`src/rtl/mem_arbiter.sv`:
```
// Round-robin arbiter sharing one single-port memory between instruction fetch and load/store.
// Grants are combinational, responses are registered, and out-of-range word addresses are flagged.
module mem_arbiter #(
    parameter int N  = 12,
    parameter int DW = 32
) (
    input  logic          clk,
    input  logic          rst_n,

    input  logic          if_req,
    input  logic [31:0]   if_addr,
    output logic          if_gnt,
    output logic          if_rvalid,
    output logic [DW-1:0] if_rdata,
    output logic          if_err,

    input  logic          ls_req,
    input  logic          ls_we,
    input  logic [31:0]   ls_addr,
    input  logic [2:0]    ls_width,
    input  logic [DW-1:0] ls_wdata,
    output logic          ls_gnt,
    output logic          ls_rvalid,
    output logic [DW-1:0] ls_rdata,
    output logic          ls_err,

    output logic [31:0]   mem_addr,
    output logic [2:0]    mem_width,
    output logic          mem_we,
    output logic [DW-1:0] mem_wdata,
    input  logic [DW-1:0] mem_rdata,

    output logic [15:0]   conflict_cnt
);

    logic last_ls;
    logic both_req;
    logic if_oob;
    logic ls_oob;

    assign both_req = if_req & ls_req;
    assign if_oob   = (if_addr >> N) != 32'd0;
    assign ls_oob   = (ls_addr >> N) != 32'd0;

    // Gating with rst_n keeps grants, and therefore mem_we, low for the whole reset.
    assign if_gnt = rst_n & if_req & (~ls_req | last_ls);
    assign ls_gnt = rst_n & ls_req & (~if_req | ~last_ls);

    always_comb begin
        mem_addr  = 32'd0;
        mem_width = 3'b010;
        mem_we    = 1'b0;
        mem_wdata = '0;
        if (if_gnt) begin
            mem_addr = if_addr;
        end else if (ls_gnt) begin
            mem_addr  = ls_addr;
            mem_width = ls_width;
            mem_we    = ls_we & ~ls_oob;
            mem_wdata = ls_wdata;
        end
    end

    always_ff @(posedge clk or negedge rst_n) begin
        if (!rst_n) begin
            last_ls <= 1'b1;
        end else if (if_gnt) begin
            last_ls <= 1'b0;
        end else if (ls_gnt) begin
            last_ls <= 1'b1;
        end
    end

    // A grant to one port ends any response pulse still showing on the other.
    always_ff @(posedge clk or negedge rst_n) begin
        if (!rst_n) begin
            if_rvalid <= 1'b0;
            if_rdata  <= '0;
            if_err    <= 1'b0;
            ls_rvalid <= 1'b0;
            ls_rdata  <= '0;
            ls_err    <= 1'b0;
        end else begin
            if_rvalid <= 1'b0;
            ls_rvalid <= 1'b0;
            if (if_gnt) begin
                if_rvalid <= 1'b1;
                if_err    <= if_oob;
                if_rdata  <= if_oob ? '0 : mem_rdata;
            end else if (ls_gnt) begin
                ls_rvalid <= 1'b1;
                ls_err    <= ls_oob;
                ls_rdata  <= (ls_oob || ls_we) ? '0 : mem_rdata;
            end
        end
    end

    always_ff @(posedge clk or negedge rst_n) begin
        if (!rst_n) begin
            conflict_cnt <= 16'd0;
        end else if (both_req && conflict_cnt != 16'hFFFF) begin
            conflict_cnt <= conflict_cnt + 16'd1;
        end
    end

endmodule

```
`config.mk`:
```
export PLATFORM = sky130hd
export DESIGN_NAME = mem_arbiter
export DESIGN_NICKNAME = d
export VERILOG_FILES = /design/src/rtl/mem_arbiter.sv
export SDC_FILE = /design/constraint.sdc
export NUM_CORES = 1
export LEC_CHECK = 0
export CORE_MARGIN = 5
export CORE_UTILIZATION = 29
export DETAILED_ROUTE_END_ITERATION = 10
export PLACE_DENSITY_LB_ADDON = 0.15
export SLEW_MARGIN = 10
export SYNTH_ARGS = -nofsm -noshare
export SYNTH_HDL_FRONTEND = slang
export SYNTH_SLANG_ARGS = --single-unit
export TNS_END_PERCENT = 1
```
`constraint.sdc`:
```
create_clock -name clk -period 6.3 [get_ports clk]
set_clock_uncertainty 0.05 [all_clocks]
set_input_delay 1.575 -clock clk [delete_from_list [all_inputs] [get_ports clk]]
set_output_delay 1.575 -clock clk [all_outputs]
set_load 0.02 [all_outputs]
```
==> metrics.md, run 1 <==
| Metric | Value |
|---|---|
| Status | `finished, final reports clean` |
| Crit start category | `input port` |
| Rows | `42` |
| Worst EP arrival | `roughly 4200 ps` |
| R2R setup slack | `4190 ps` |
| FF-to-FF Start | `last_ls` |
| Number of global-route vias before repair | `around 4,200` |
| Yosys top cell area share | `approximately 54%` |
| CP cell instances | `clkdlybuf4s50_1 -> and2_1 -> nand2_1 -> clkinv_1 -> a22o_2 -> clkdlybuf4s50_1` |
| Syn nets | `~470` |
| Fill cells | `~1,200` |
| RSZ-0062 raised after global routing | `no` |
| WS Path Type | `input port to output pin` |
| Comb power frac | `about a quarter` |
| First-pass GRT wire length | `between 20,000 and 30,000 um` |
| Hold path cells | `2` |
| Worst slack, placed | `459 ps` |
| Fin. Hold Viols | `0` |
| Seq pwr share | `approximately two fifths` |
| Most common cell after layout, fill and taps aside | `clkdlybuf4s50_1` |
| Register area share after synthesis | `54.2%` |
| Pleak | `around 0.0031 uW` |
| Clock share of power | `between 30 and 40%` |
| Placed insts | `774` |
| PortBufs | `roughly 290` |
| Post-cts resize count | `0` |
| Max-cap viol count | `0` |
| CTS Sinks | `85` |
| Netlist Area Pre-Place | `3920 um2` |
| Ys flop type | `dfrtp_1` |
| Via density per instance | `5.04` |
| Internal | `~1100 uW` |
| Fmax | `about 0.17 GHz` |
| N_diodes | `0` |
| Worst Slack Setup Final | `between 400 and 500 ps` |
| Min Clock Period, post-route | `about 5800 ps` |
| Synth async-reset ratio | `100%` |
| Die height | `between 100 and 150 um` |
| 1st-pass router iterations | `4` |
| Core area | `between 10,000 and 15,000 um2` |
| Area contributors post-synth | `dfrtp_1 54%, a22o_1 15%, a22o_2 6.9%` |
| TritonCTS Buffers | `9` |
| Required @ worst endpoint | `about 4700 ps` |
| Clk slew on worst S/H paths | `approximately 60 ps` |
| Vias | `~4,000` |
| Unique masters post-synth | `36` |
| WP buf/inv | `3` |
| CP most frequent cell | `clkdlybuf4s50_1` |
| Layout area overhead | `84.7%` |
| Worst Reg-to-Reg Cells | `6` |
| Worst-Skew Late Latency | `330 ps` |
| CP endpoint kind | `output pin` |
| Hold endpoint | `if_err` |
| Global route total overflow | `0` |
| Flops & latches, synth | `85` |
| GRT met3 Usage | `a little over 6%` |
| Final period utilization | `92.3%` |
| Psw | `414 uW` |
| Setup TNS | `0 ps` |
| Post-route insts no fill | `790` |
| Area leader, netlist | `dfrtp_1` |
| Avg WL per Cell | `between 20 and 25 um` |
| Root Driver | `clkbuf_16` |
| Starting Density | `between 20% and 30%` |
| CTS tree | `built` |
| Reg2reg end | `if_rdata[6]` |
| Pwr per Cell Area | `slightly above 200 nW/um2` |
| Post-CTS setup buffer count | `0` |
| Family with the most delay on the worst path | `buffers and inverters` |
| # DRC | `0` |
| Gr busiest metal | `met2` |
| Most frequent cells in the layout | `288 x clkdlybuf4s50_1, 84 x dfrtp_1, 69 x a22o_1, 37 x and3_1, 27 x a22o_2` |
| Post-synthesis average cell area | `11.9 um2` |
| Initial DRC Count | `between 150 and 200` |
| Clk buf depth | `2` |
| Final Max Tran Viols | `0` |
| Hold Path Origin | `if_err` |
| Met2 Use GR | `35.7%` |
| Yosys warnings | `0` |
| Critical-path top delay cell | `clkinv_1` |
| Sw Share | `between 20 and 30%` |
| DRT Wirelength | `~17,000 um` |
| # hold bufs at CTS | `0` |
| Nets | `746` |
| Hold Crit Class | `flop to flop` |
| Initial antenna violation count | `0` |
| Max incr delay on CP | `between 700 and 800 ps` |
| Total Routing Usage GR | `around a fifth` |
| Syn Inst Count | `between 300 and 400` |
| DIE AREA | `approximately 16,000 um2` |
| H-tree levels | `3` |
| Final setup fails | `0` |
| Max Fanout on Critical Path | `35` |
| Worst slew margin | `~32%` |
| Worst-Margin Slew | `1010 ps` |
| Peak VDD IR | `0.115 mV` |
| EDFF count, synth | `0` |
| Placer Congestion | `roughly 0.94` |
| Pin count of the biggest net entering global routing | `64` |
| Layout cells sized above 1 | `~9%` |
| Routed Antenna Nets | `0` |
| Die width | `~130 um` |
| Detailed Place HPWL | `between 10,000 and 15,000 um` |
| Ports | `290` |
| M1 GR Usage | `24.5%` |
==> power groups by stage <==
stage	Clock, uW	Sequential [uW]	Combinational (uW)
6_report	538	594	343
3_5_place_dp	0	604	348
2_1_floorplan	0	622	109
4_1_cts	553	594	350
5_1_grt	573	598	367
3_3_place_gp	0	602	345
==> logic make-up (layout without fill, tap and decap cells) <==
kind of cell / count (synthesis) / after routing / synth area share, %
compound gates: 103 / 103 / 23.6
xor+xnor: 12 / 12 / 2.68
fa+ha+maj: 1 / 1 / 0.319
buf+inv: 31 / 316 / 4.08
flops: 85 / 85 / 54.2
mux: 2 / 2 / 0.574
simple gates: 95 / 95 / 14.5
==> final cells by class <==
| cell class | instances | area [um2] | share of cell area [%] |
|---|---|---|---|
| timing repair buffer | 296 | 2940 | 40.6 |
| sequential | 85 | 2130 | 29.4 |
| multi-input combinational | 213 | 1640 | 22.7 |
| clock buffer | 10 | 229 | 3.16 |
| tap | 176 | 220 | 3.04 |
| clock inverter | 6 | 68.8 | 0.949 |
| inverter | 4 | 15.0 | 0.207 |
==> worst register-to-register path: cells and delay by family, from the launching register on <==
| kind | cells | cell delay, ps |
|---|---|---|
| AO/OA/AOI/OAI | 2 | 430 |
| AND/OR/NAND/NOR | 1 | 310 |
| flip-flops | 1 | 540 |
| buffers and inverters | 3 | 720 |
==> sequential cells by signal (all words and copies together) (netlist names) <==
signal        cells
ls_err            1
if_rvalid         1
ls_rvalid         1
if_err            1
conflict_cnt     16
last_ls           1
ls_rdata         32
if_rdata         32
==> routing by layer <==
metal,part of all wire [%],vias up
li1,-,1843
met1,40,1917
met2,50,206
met3,8.6,16
met4,1.7,0
met5,0,-
==> metrics by stage <==
step                area [um2]  total power, uW  utilization, %  hold slack (ps)
floorplan                 3920              731               -              540
global placement          6950              947            52.5              430
detailed placement        6950              952            52.5              437
CTS                       7250             1500            54.7              452
global route              7250             1540            54.7              471
finish                    7250             1470            54.7              444
==> cell usage after synthesis, types with 5 or more instances <==
master and instances:
nand3_1 6, nand4_1 9, xnor2_1 11, nor2_1 6, a22o_1 69, and3_1 37, nor4_1 11, clkbuf_1 16
buf_4 5, nand2_1 13, dfrtp_1 84, a22o_2 27
==> worst max-delay path by stage <==
| stage | from | end | slack, ps | cells after the start |
|---|---|---|---|---|
| after floorplan | rst_n | mem_addr[28] | 1830 | 6 |
| after global placement | ls_req | mem_addr[22] | 570 | 6 |
| after detailed placement | ls_req | mem_addr[28] | 460 | 6 |
| after CTS | ls_req | mem_addr[28] | 460 | 6 |
| after global routing | ls_req | mem_addr[28] | 290 | 6 |
| final | ls_req | mem_addr[28] | 480 | 6 |
Power figures use the tool's default switching activity.
==> run 2: changes to the inputs <==
CORE_UTILIZATION = 37   (was 29)
RECOVER_POWER = 25   (was default)
==> run 2 against run 1 <==
Net effect: the run now ends with max-capacitance violations, max-slew violations left; count of clock-buffer cells in the layout unchanged; power decreased by 11%; critical path depth unchanged; combinational power hardly changed; wire length decreased by 4.3%; largest cell class unchanged; critical endpoint unchanged; sequential power hardly changed.
==> metrics.md, run 2 (same netlist as run 1, synthesis figures left out) <==
| Metric | Value |
|---|---|
| Min Clock Period, post-route | `between 5000 and 6000 ps` |
| CP most frequent cell | `clkdlybuf4s50_1` |
| Post-CTS setup buffer count | `0` |
| DRT Wirelength | `16,200 um` |
| Clk slew on worst S/H paths | `90 ps` |
| Critical-path top delay cell | `clkinv_1` |
| First-pass GRT wire length | `around 25,000 um` |
| Comb power frac | `a little over a quarter` |
| Nets | `roughly 750` |
| Most frequent cells in the layout | `288 x clkdlybuf4s50_1, 84 x dfrtp_1, 69 x a22o_1, 37 x and3_1, 27 x a22o_2` |
| N_diodes | `0` |
| Total Routing Usage GR | `approximately a quarter` |
| Reg area | `around 2100 um2` |
| Detailed Place HPWL | `12,600 um` |
| Status | `finished, violations left` |
| Pwr per Cell Area | `about 180 nW/um2` |
| R2R setup slack | `~4200 ps` |
| CTS tree | `built` |
| Setup TNS | `0 ps` |
| Seq pwr share | `a little under half` |
| Global route total overflow | `0` |
| Layout area overhead | `80.7%` |
| Final setup fails | `0` |
| Hold Crit Class | `flop to flop` |
| Rows | `37` |
| Violated checks | `max-capacitance violations, max-slew violations` |
| 1st-pass router iterations | `4` |
| Initial antenna violation count | `0` |
| Placed insts | `735` |
| CP cell instances | `clkdlybuf4s50_1 -> and2_1 -> nand2_1 -> clkinv_1 -> a22o_2 -> clkdlybuf4s50_1` |
| Fill cells | `~830` |
| Worst-Margin Slew | `~2600 ps` |
| Ports | `290` |
| Area of the multi-input gates | `1640 um2` |
| # DRC | `0` |
| PortBufs | `~290` |
| Max Fanout on Critical Path | `35` |
| Vias | `between 4,000 and 5,000` |
| CP endpoint kind | `output pin` |
| Root Driver | `clkbuf_8` |
| Clock share of power | `28.7%` |
| Initial DRC Count | `241` |
| TritonCTS Buffers | `9` |
| Worst-Skew Late Latency | `roughly 340 ps` |
| Layout cells sized above 1 | `under 10%` |
| RSZ-0062 raised after global routing | `no` |
| Crit start category | `input port` |
| Post-cts resize count | `0` |
| Peak VDD IR | `approximately 0.12 mV` |
| Biggest regs | `if_rdata (32), ls_rdata (32), conflict_cnt (16)` |
| Worst EP arrival | `between 4000 and 5000 ps` |
| Worst slew margin | `-71.9%` |
| Required @ worst endpoint | `4680 ps` |
| Routed Antenna Nets | `0` |
| WS Path Type | `input port to output pin` |
| Core area | `10,300 um2` |
| Sw Share | `between 30% and 40%` |
| Pin count of the biggest net entering global routing | `just under 50` |
| Most common cell after layout, fill and taps aside | `clkdlybuf4s50_1` |
| Starting Density | `around two fifths` |
| Number of global-route vias before repair | `~4,300` |
| Final Max Tran Viols | `87` |
| Clk buf depth | `2` |
| Fmax | `between 0.15 and 0.2 GHz` |
| H-tree levels | `3` |
| Internal | `approximately 910 uW` |
| # hold bufs at CTS | `0` |
| Max incr delay on CP | `750 ps` |
| Via density per instance | `approximately 5.4` |
| Fin. Hold Viols | `0` |
| CTS Sinks | `between 80 and 90` |
| Max-cap viol count | `2` |
| Post-route insts no fill | `about 750` |
| Placer Congestion | `between 0.9 and 1` |
| Final period utilization | `about 90%` |
| DIE AREA | `between 10,000 and 15,000 um2` |
| Die width | `113 um` |
| Die height | `between 100 and 150 um` |
| Avg WL per Cell | `~22 um` |
| Pleak | `0.00305 uW` |
| Psw | `399 uW` |
[run 2: cell count changes in the layout (fill, tap and decap cells not counted)]
cell / delta
inv_6: -2
clkinvlp_4: +1
clkbuf_16: -9
inv_8: +2
clkinv_2: -1
buf_4: -2
bufinv_16: -1
clkinv_4: +1
clkbuf_8: +10
clkbuf_1: +2
[run 2: layout make-up]
class                   instances  share of cell area, %
inverters                       4                  0.212
multi-input cells             213                   23.2
clock buffers                  10                   1.94
repair buffers                297                   41.5
flip-flops and latches         85                   30.0
well taps                     136                   2.40
clock inverters                 6                  0.777
[run 2: final timing paths]
kind | start | to | depth (start not counted)
max reg2reg | last_ls | if_rdata[13] | 6
max in group asynchronous | rst_n | if_rdata[2] | 2
max | ls_req | mem_addr[28] | 6
min | if_err | if_err | 2
min in group asynchronous | rst_n | conflict_cnt[11] | 2
min reg2reg | if_err | if_err | 2
[run 2: layer usage]
metal | share of wire, % | global-route usage, %
met3 | 8.5 | 7.22
met2 | 54 | 46.8
met1 | 36 | 26.4
met5 | 0 | 0
met4 | 1.8 | 6.89
[run 2: worst max-delay path: cells and delay by family]
family / cells / cell delay (ps)
AO/OA/AOI/OAI: 1 / 560
buffers and inverters: 3 / 1750
AND/OR/NAND/NOR: 2 / 270
[run 2: power by group through the flow]
stage / registers, uW / clock network [uW] / logic (uW)
floorplan: 622 / 0 / 109
CTS: 592 / 384 / 346
global route: 596 / 412 / 362
finish: 592 / 376 / 341
detailed placement: 603 / 0 / 344
global placement: 603 / 0 / 340
[run 2: stage by stage]
step | worst slack (ps) | total power, uW | area [um2] | hold WS (ps) | util, %
4_1_cts | 579 | 1320 | 7100 | 462 | 68.8
5_1_grt | 398 | 1370 | 7090 | 473 | 68.7
6_report | 531 | 1310 | 7090 | 454 | 68.7
3_5_place_dp | 584 | 947 | 6910 | 440 | 66.9
3_3_place_gp | 602 | 943 | 6910 | 433 | 66.9
2_1_floorplan | 1830 | 731 | 3920 | 540 | -
